## config.mk

```make
export PLATFORM = sky130hd
export DESIGN_NAME = uart_rx_oversample
export DESIGN_NICKNAME = d
export VERILOG_FILES = /design/src/rtl/uart_rx_oversample.sv
export SDC_FILE = /design/constraint.sdc
export NUM_CORES = 1
export LEC_CHECK = 0
export BUFFER_PORTS_ARGS = -buffer_cell sky130_fd_sc_hd__buf_2
export CORE_MARGIN = 3
export CORE_UTILIZATION = 60
export DETAILED_ROUTE_END_ITERATION = 8
export PLACE_DENSITY = 0.8
export SKIP_LAST_GASP = 1
export SYNTH_ARGS = -nofsm -noshare
export SYNTH_HDL_FRONTEND = slang
export SYNTH_SLANG_ARGS = --single-unit
```

## constraint.sdc

```tcl
create_clock -name clk -period 3.1 [get_ports clk]
set_clock_uncertainty 0.05 [all_clocks]
set_input_delay 0.155 -clock clk [delete_from_list [all_inputs] [get_ports clk]]
set_output_delay 0.155 -clock clk [all_outputs]
set_load 0.01 [all_outputs]
```

## src/rtl/uart_rx_oversample.sv

```systemverilog
// 8N1 UART receiver using 16x oversampling: recovers bytes from the rx pin and
// reports each good byte (rx_done), each framing error (frame_err) and line activity (busy).
module uart_rx_oversample #(
  parameter int CLK_FREQ   = 50_000_000,
  parameter int BAUD       = 115200,
  parameter int OVERSAMPLE = 16,
  parameter int DATA_BITS  = 8
) (
  input  logic                 clk,
  input  logic                 arst_n,
  input  logic                 rx,
  output logic [DATA_BITS-1:0] data_out,
  output logic                 rx_done,
  output logic                 frame_err,
  output logic                 busy
);

  localparam int DIV_RAW = CLK_FREQ / (BAUD * OVERSAMPLE);
  localparam int DIV     = (DIV_RAW < 1) ? 1 : DIV_RAW;
  localparam int DIV_W   = $clog2(DIV + 1);
  localparam int N_W     = (DATA_BITS > 1) ? $clog2(DATA_BITS) : 1;

  localparam logic [DIV_W-1:0] DIV_LAST = DIV_W'(DIV - 1);
  localparam logic [N_W-1:0]   N_LAST   = N_W'(DATA_BITS - 1);
  localparam logic [3:0]       S_MID    = 4'd7;
  localparam logic [3:0]       S_END    = 4'd15;

  typedef enum logic [2:0] {
    S_IDLE,
    S_START,
    S_DATA,
    S_STOP,
    S_BREAK
  } state_t;

  logic [1:0]           sync_q;
  logic                 rx_s;
  logic [DIV_W-1:0]     div_cnt;
  logic                 tick;

  state_t               state_q, state_d;
  logic [3:0]           s_cnt_q, s_cnt_d;
  logic [N_W-1:0]       n_cnt_q, n_cnt_d;
  logic [DATA_BITS-1:0] shift_q, shift_d;
  logic [DATA_BITS-1:0] data_q, data_d;
  logic                 done_q, done_d;
  logic                 ferr_q, ferr_d;

  // Two-flop synchronizer; resets to the idle-high line level.
  // NOTE: sequential state uses non-blocking (<=) so every flop samples pre-edge values.
  always_ff @(posedge clk or negedge arst_n) begin
    if (!arst_n) sync_q <= 2'b11;
    else         sync_q <= {sync_q[0], rx};
  end

  assign rx_s = sync_q[1];

  always_ff @(posedge clk or negedge arst_n) begin
    if (!arst_n)                div_cnt <= '0;
    else if (div_cnt == DIV_LAST) div_cnt <= '0;
    else                        div_cnt <= div_cnt + DIV_W'(1);
  end

  assign tick = (div_cnt == DIV_LAST);

  always_ff @(posedge clk or negedge arst_n) begin
    if (!arst_n) begin
      state_q <= S_IDLE;
      s_cnt_q <= '0;
      n_cnt_q <= '0;
      shift_q <= '0;
      data_q  <= '0;
      done_q  <= 1'b0;
      ferr_q  <= 1'b0;
    end else begin
      state_q <= state_d;
      s_cnt_q <= s_cnt_d;
      n_cnt_q <= n_cnt_d;
      shift_q <= shift_d;
      data_q  <= data_d;
      done_q  <= done_d;
      ferr_q  <= ferr_d;
    end
  end

  always_comb begin
    // NOTE: every output of this block gets a default first, so no path can infer a latch.
    state_d = state_q;
    s_cnt_d = s_cnt_q;
    n_cnt_d = n_cnt_q;
    shift_d = shift_q;
    data_d  = data_q;
    done_d  = 1'b0;
    ferr_d  = 1'b0;

    case (state_q)
      S_IDLE: begin
        if (tick && !rx_s) begin
          state_d = S_START;
          s_cnt_d = '0;
        end
      end

      S_START: begin
        if (tick) begin
          if (s_cnt_q == S_MID) begin
            // A high line at mid start bit was a glitch, not a frame.
            if (!rx_s) begin
              state_d = S_DATA;
              s_cnt_d = '0;
              n_cnt_d = '0;
            end else begin
              state_d = S_IDLE;
            end
          end else begin
            s_cnt_d = s_cnt_q + 4'd1;
          end
        end
      end

      S_DATA: begin
        if (tick) begin
          if (s_cnt_q == S_END) begin
            shift_d = {rx_s, shift_q[DATA_BITS-1:1]};
            s_cnt_d = '0;
            if (n_cnt_q == N_LAST) state_d = S_STOP;
            else                   n_cnt_d = n_cnt_q + N_W'(1);
          end else begin
            s_cnt_d = s_cnt_q + 4'd1;
          end
        end
      end

      S_STOP: begin
        if (tick) begin
          if (s_cnt_q == S_END) begin
            if (rx_s) begin
              data_d  = shift_q;
              done_d  = 1'b1;
              state_d = S_IDLE;
            end else begin
              ferr_d  = 1'b1;
              state_d = S_BREAK;
            end
          end else begin
            s_cnt_d = s_cnt_q + 4'd1;
          end
        end
      end

      // Not tick-gated: wait out a low line so one break gives one frame_err.
      S_BREAK: begin
        if (rx_s) state_d = S_IDLE;
      end

      default: state_d = S_IDLE;
    endcase
  end

  assign data_out  = data_q;
  assign rx_done   = done_q;
  assign frame_err = ferr_q;
  assign busy      = (state_q != S_IDLE);

endmodule
```

==> flow_metrics.py <==
metrics = {
    "outcome": {
        "run_status": "finished, final reports clean",
    },
    "logic_synthesis": {
        "seq_area_frac_synth_pct": 51.1,
        "ys_warn_count": 0,
        "syn-cell-area_um2": 1720,
        "syn_inst": 142,
        "synth_edf_count": 0,
        "synth_seq_cells": 35,
        "netlist-cell-type-count": 48,
        "syn_avg_cell_area_um2": 12.1,
        "synth_ff_type": "dfrtp_1",
        "ys_async_sr_fraction_pct": 100,
        "synth_nets": 150,
    },
    "setup_path": {
        "arrival_ns": 2.32,
        "critPathMaxFanout": 16,
        "startpoint_type": "register",
        "crit_type": "register to register",
        "crit_slowest_cell": "a311oi_1",
        "endpoint_kind": "register",
        "slowest_delay_ns": 0.60,
        "crit_chain": "xor2_1 > a311oi_1 > or3_4 > mux2_4",
        "cp_data_required_time_ns": 3.29,
    },
    "routing": {
        "first_pass_iters": 4,
        "via_count": 1111,
        "first_iter_violations": 52,
        "wl_per_cell_um": 15.2,
        "postRouteAntennaNets": 0,
        "vias_per_cell": 5.94,
        "drt_wl_total_mm": 2.85,
        "drcViolationCount": 0,
    },
    "grt": {
        "antenna_found_initial": 0,
        "grt_usage_pct": 19.4,
        "grt_pass1_wl_mm": 4.97,
        "gr-total-overflow": 0,
        "grt_pass1_vias": 1032,
        "grt_max_degree": 36,
    },
    "clock_network": {
        "tritoncts": "yes",
        "root_buffer": "clkbuf_4",
        "clkLatencyLatePin_ns": 0.34,
        "htree_levels": 2,
        "cts-resized-gates": 0,
        "clk_pin_slew_ns": 0.10,
        "cts.sinks": 35,
        "cts_buffers": 5,
        "ctsLongestPathBuffers": 2,
    },
    "timing": {
        "rsz0062_at_grt": "false",
        "max_freq_mhz": 468,
        "setup-tns-final_ns": 0,
        "slew_headroom_pct": 50.8,
        "min_period_ns": 2.14,
        "setup_viol_count_final": 0,
        "tightest_slew_ns": 0.739,
        "post-route-period-util_pct": 68.9,
        "maxSlewViolCount": 0,
        "layout_setup_ws_ns": 0.963,
        "whs_ns": 0.306,
        "hold_viol_final": 0,
    },
    "placed_design": {
        "hpwlAfterDp_mm": 2.00,
        "port-buffer-count": 13,
        "pre_cts_ws_ns": 1.01,
        "place.gp.congestion": 0.832,
        "dpl_cell_area_um2": 1760,
    },
    "power": {
        "power_leakage_nw": 0.916,
        "ir_worst_vdd_mv": 0.375,
        "p_per_area_nw_per_um2": 393,
    },
    "floorplan": {
        "start_util_pct": 66.4,
        "die-area_um2": 3550,
        "io_pins": 14,
        "row_count": 18,
        "core-area_um2": 2590,
        "die_w_um": 59.5,
        "die_h_um": 59.5,
    },
    "layout": {
        "syn_to_final_growth_pct": 6.62,
        "final_nets": 164,
        "fillerInstances": 180,
        "final_core_util_pct": 70.8,
        "final_layout_size_suffix_gt1_share_pct": 30.6,
        "final_cell_area_um2": 1830,
        "n_antenna_cell": 0,
    },
    "min_path": {
        "hp-class": "register to register",
    },
    "job": {
        "max-cap-violations": 0,
    },
}
-- state kept, by name, indices dropped and copies added, names as in the netlist --
signal,cells
data_out,8
shift_q,8
div_cnt,5
s_cnt_q,4
n_cnt_q,3
state_q,3
sync_q,2
frame_err,1
rx_done,1
-- path summary, 6_finish.rpt --
path	from	to	slack, ns	cells past startpoint
setup / recovery	state_q[0]	n_cnt_q[0]	0.96	4
hold / removal	sync_q[0]	sync_q[1]	0.31	0
setup reg to reg	state_q[0]	n_cnt_q[0]	0.96	4
hold reg to reg	sync_q[0]	sync_q[1]	0.31	0
max in group asynchronous	arst_n	s_cnt_q[3]	2.18	2
min in group asynchronous	arst_n	div_cnt[3]	0.35	2
-- Yosys cell counts (all sizes together) (2+ instances only) --
cell | n | area share (%)
inv | 6 | 1.3
nand2 | 5 | 1.1
nor2 | 13 | 2.8
xor2 | 2 | 1.0
nand3 | 6 | 1.7
nand2b | 2 | 1.2
ha | 5 | 3.6
clkbuf | 3 | 1.5
mux2i | 3 | 1.7
buf | 5 | 2.1
nor3 | 3 | 1.5
or3 | 2 | 1.0
dfstp | 2 | 3.1
a21oi | 4 | 1.2
nor3b | 2 | 0.87
xnor2 | 2 | 1.0
nand4b | 2 | 1.9
o21ai | 7 | 2.0
mux2 | 17 | 11
dfrtp | 33 | 48
-- layout make-up --
| type | instances | area (um^2) | share of cell area [%] |
|---|---|---|---|
| repair buffers | 15 | 85.1 | 4.64 |
| inverters | 6 | 22.5 | 1.23 |
| well taps | 30 | 37.5 | 2.05 |
| flip-flops and latches | 35 | 878 | 47.9 |
| clock buffers | 5 | 37.5 | 2.05 |
| clock inverters | 3 | 15.0 | 0.819 |
| multi-input cells | 93 | 758 | 41.3 |
-- logic make-up after synthesis --
| family | after synthesis | share of synthesized area [%] |
|---|---|---|
| simple gates | 43 | 16.9 |
| flops | 35 | 51.1 |
| compound gates | 21 | 8.44 |
| mux | 20 | 13.1 |
| buf+inv | 14 | 4.87 |
| fa+ha+maj | 5 | 3.64 |
| xor+xnor | 4 | 2.04 |
-- critical path: cells and delay by family, from the launching register on --
kind             cells  cell delay [ns]
AO/OA/AOI/OAI        1             0.60
AND/OR/NAND/NOR      1             0.28
flip-flops           1             0.57
multiplexers         1             0.29
XOR/XNOR             1             0.24
-- per-layer routing --
layer	vias up	track usage [%]	share of wire, %
li1	540	-	-
met2	21	28.4	48
met1	543	25.9	45
met4	0	9.18	2.0
met5	-	0	0
met3	7	6.54	5.0
-- placed cells by master (no fill, tap or decap), types with 2 or more instances in the layout --
cell type      instances
dfrtp_1               33
mux2_2                15
nor2_1                13
buf_2                 13
o21ai_0                7
inv_1                  6
nand3_1                6
nand2_1                5
ha_1                   5
clkbuf_4               5
a21oi_1                4
mux2i_1                3
clkinv_2               3
xor2_1                 2
xnor2_1                2
nor3_1                 2
nor3b_1                2
dlygate4sd3_1          2
dfstp_2                2
-- metrics by stage --
stage,instances,total power [mW]
floorplan,142,0.482
global placement,177,0.491
detailed placement,177,0.491
CTS,187,0.733
global route,187,0.754
finish,187,0.720
-- where the power goes --
group	internal (mW)	switching [mW]
Sequential	0.459	0.00472
Clock	0.0843	0.152
Combinational	0.00651	0.0132
Total	0.550	0.170
-- what timing repair did --
action                                 CTS  global route
buffers inserted                         0             0
endpoints found under the hold margin   34             0
hold buffers                             2             0
Note: power is estimated with default switching activity, not from simulation.
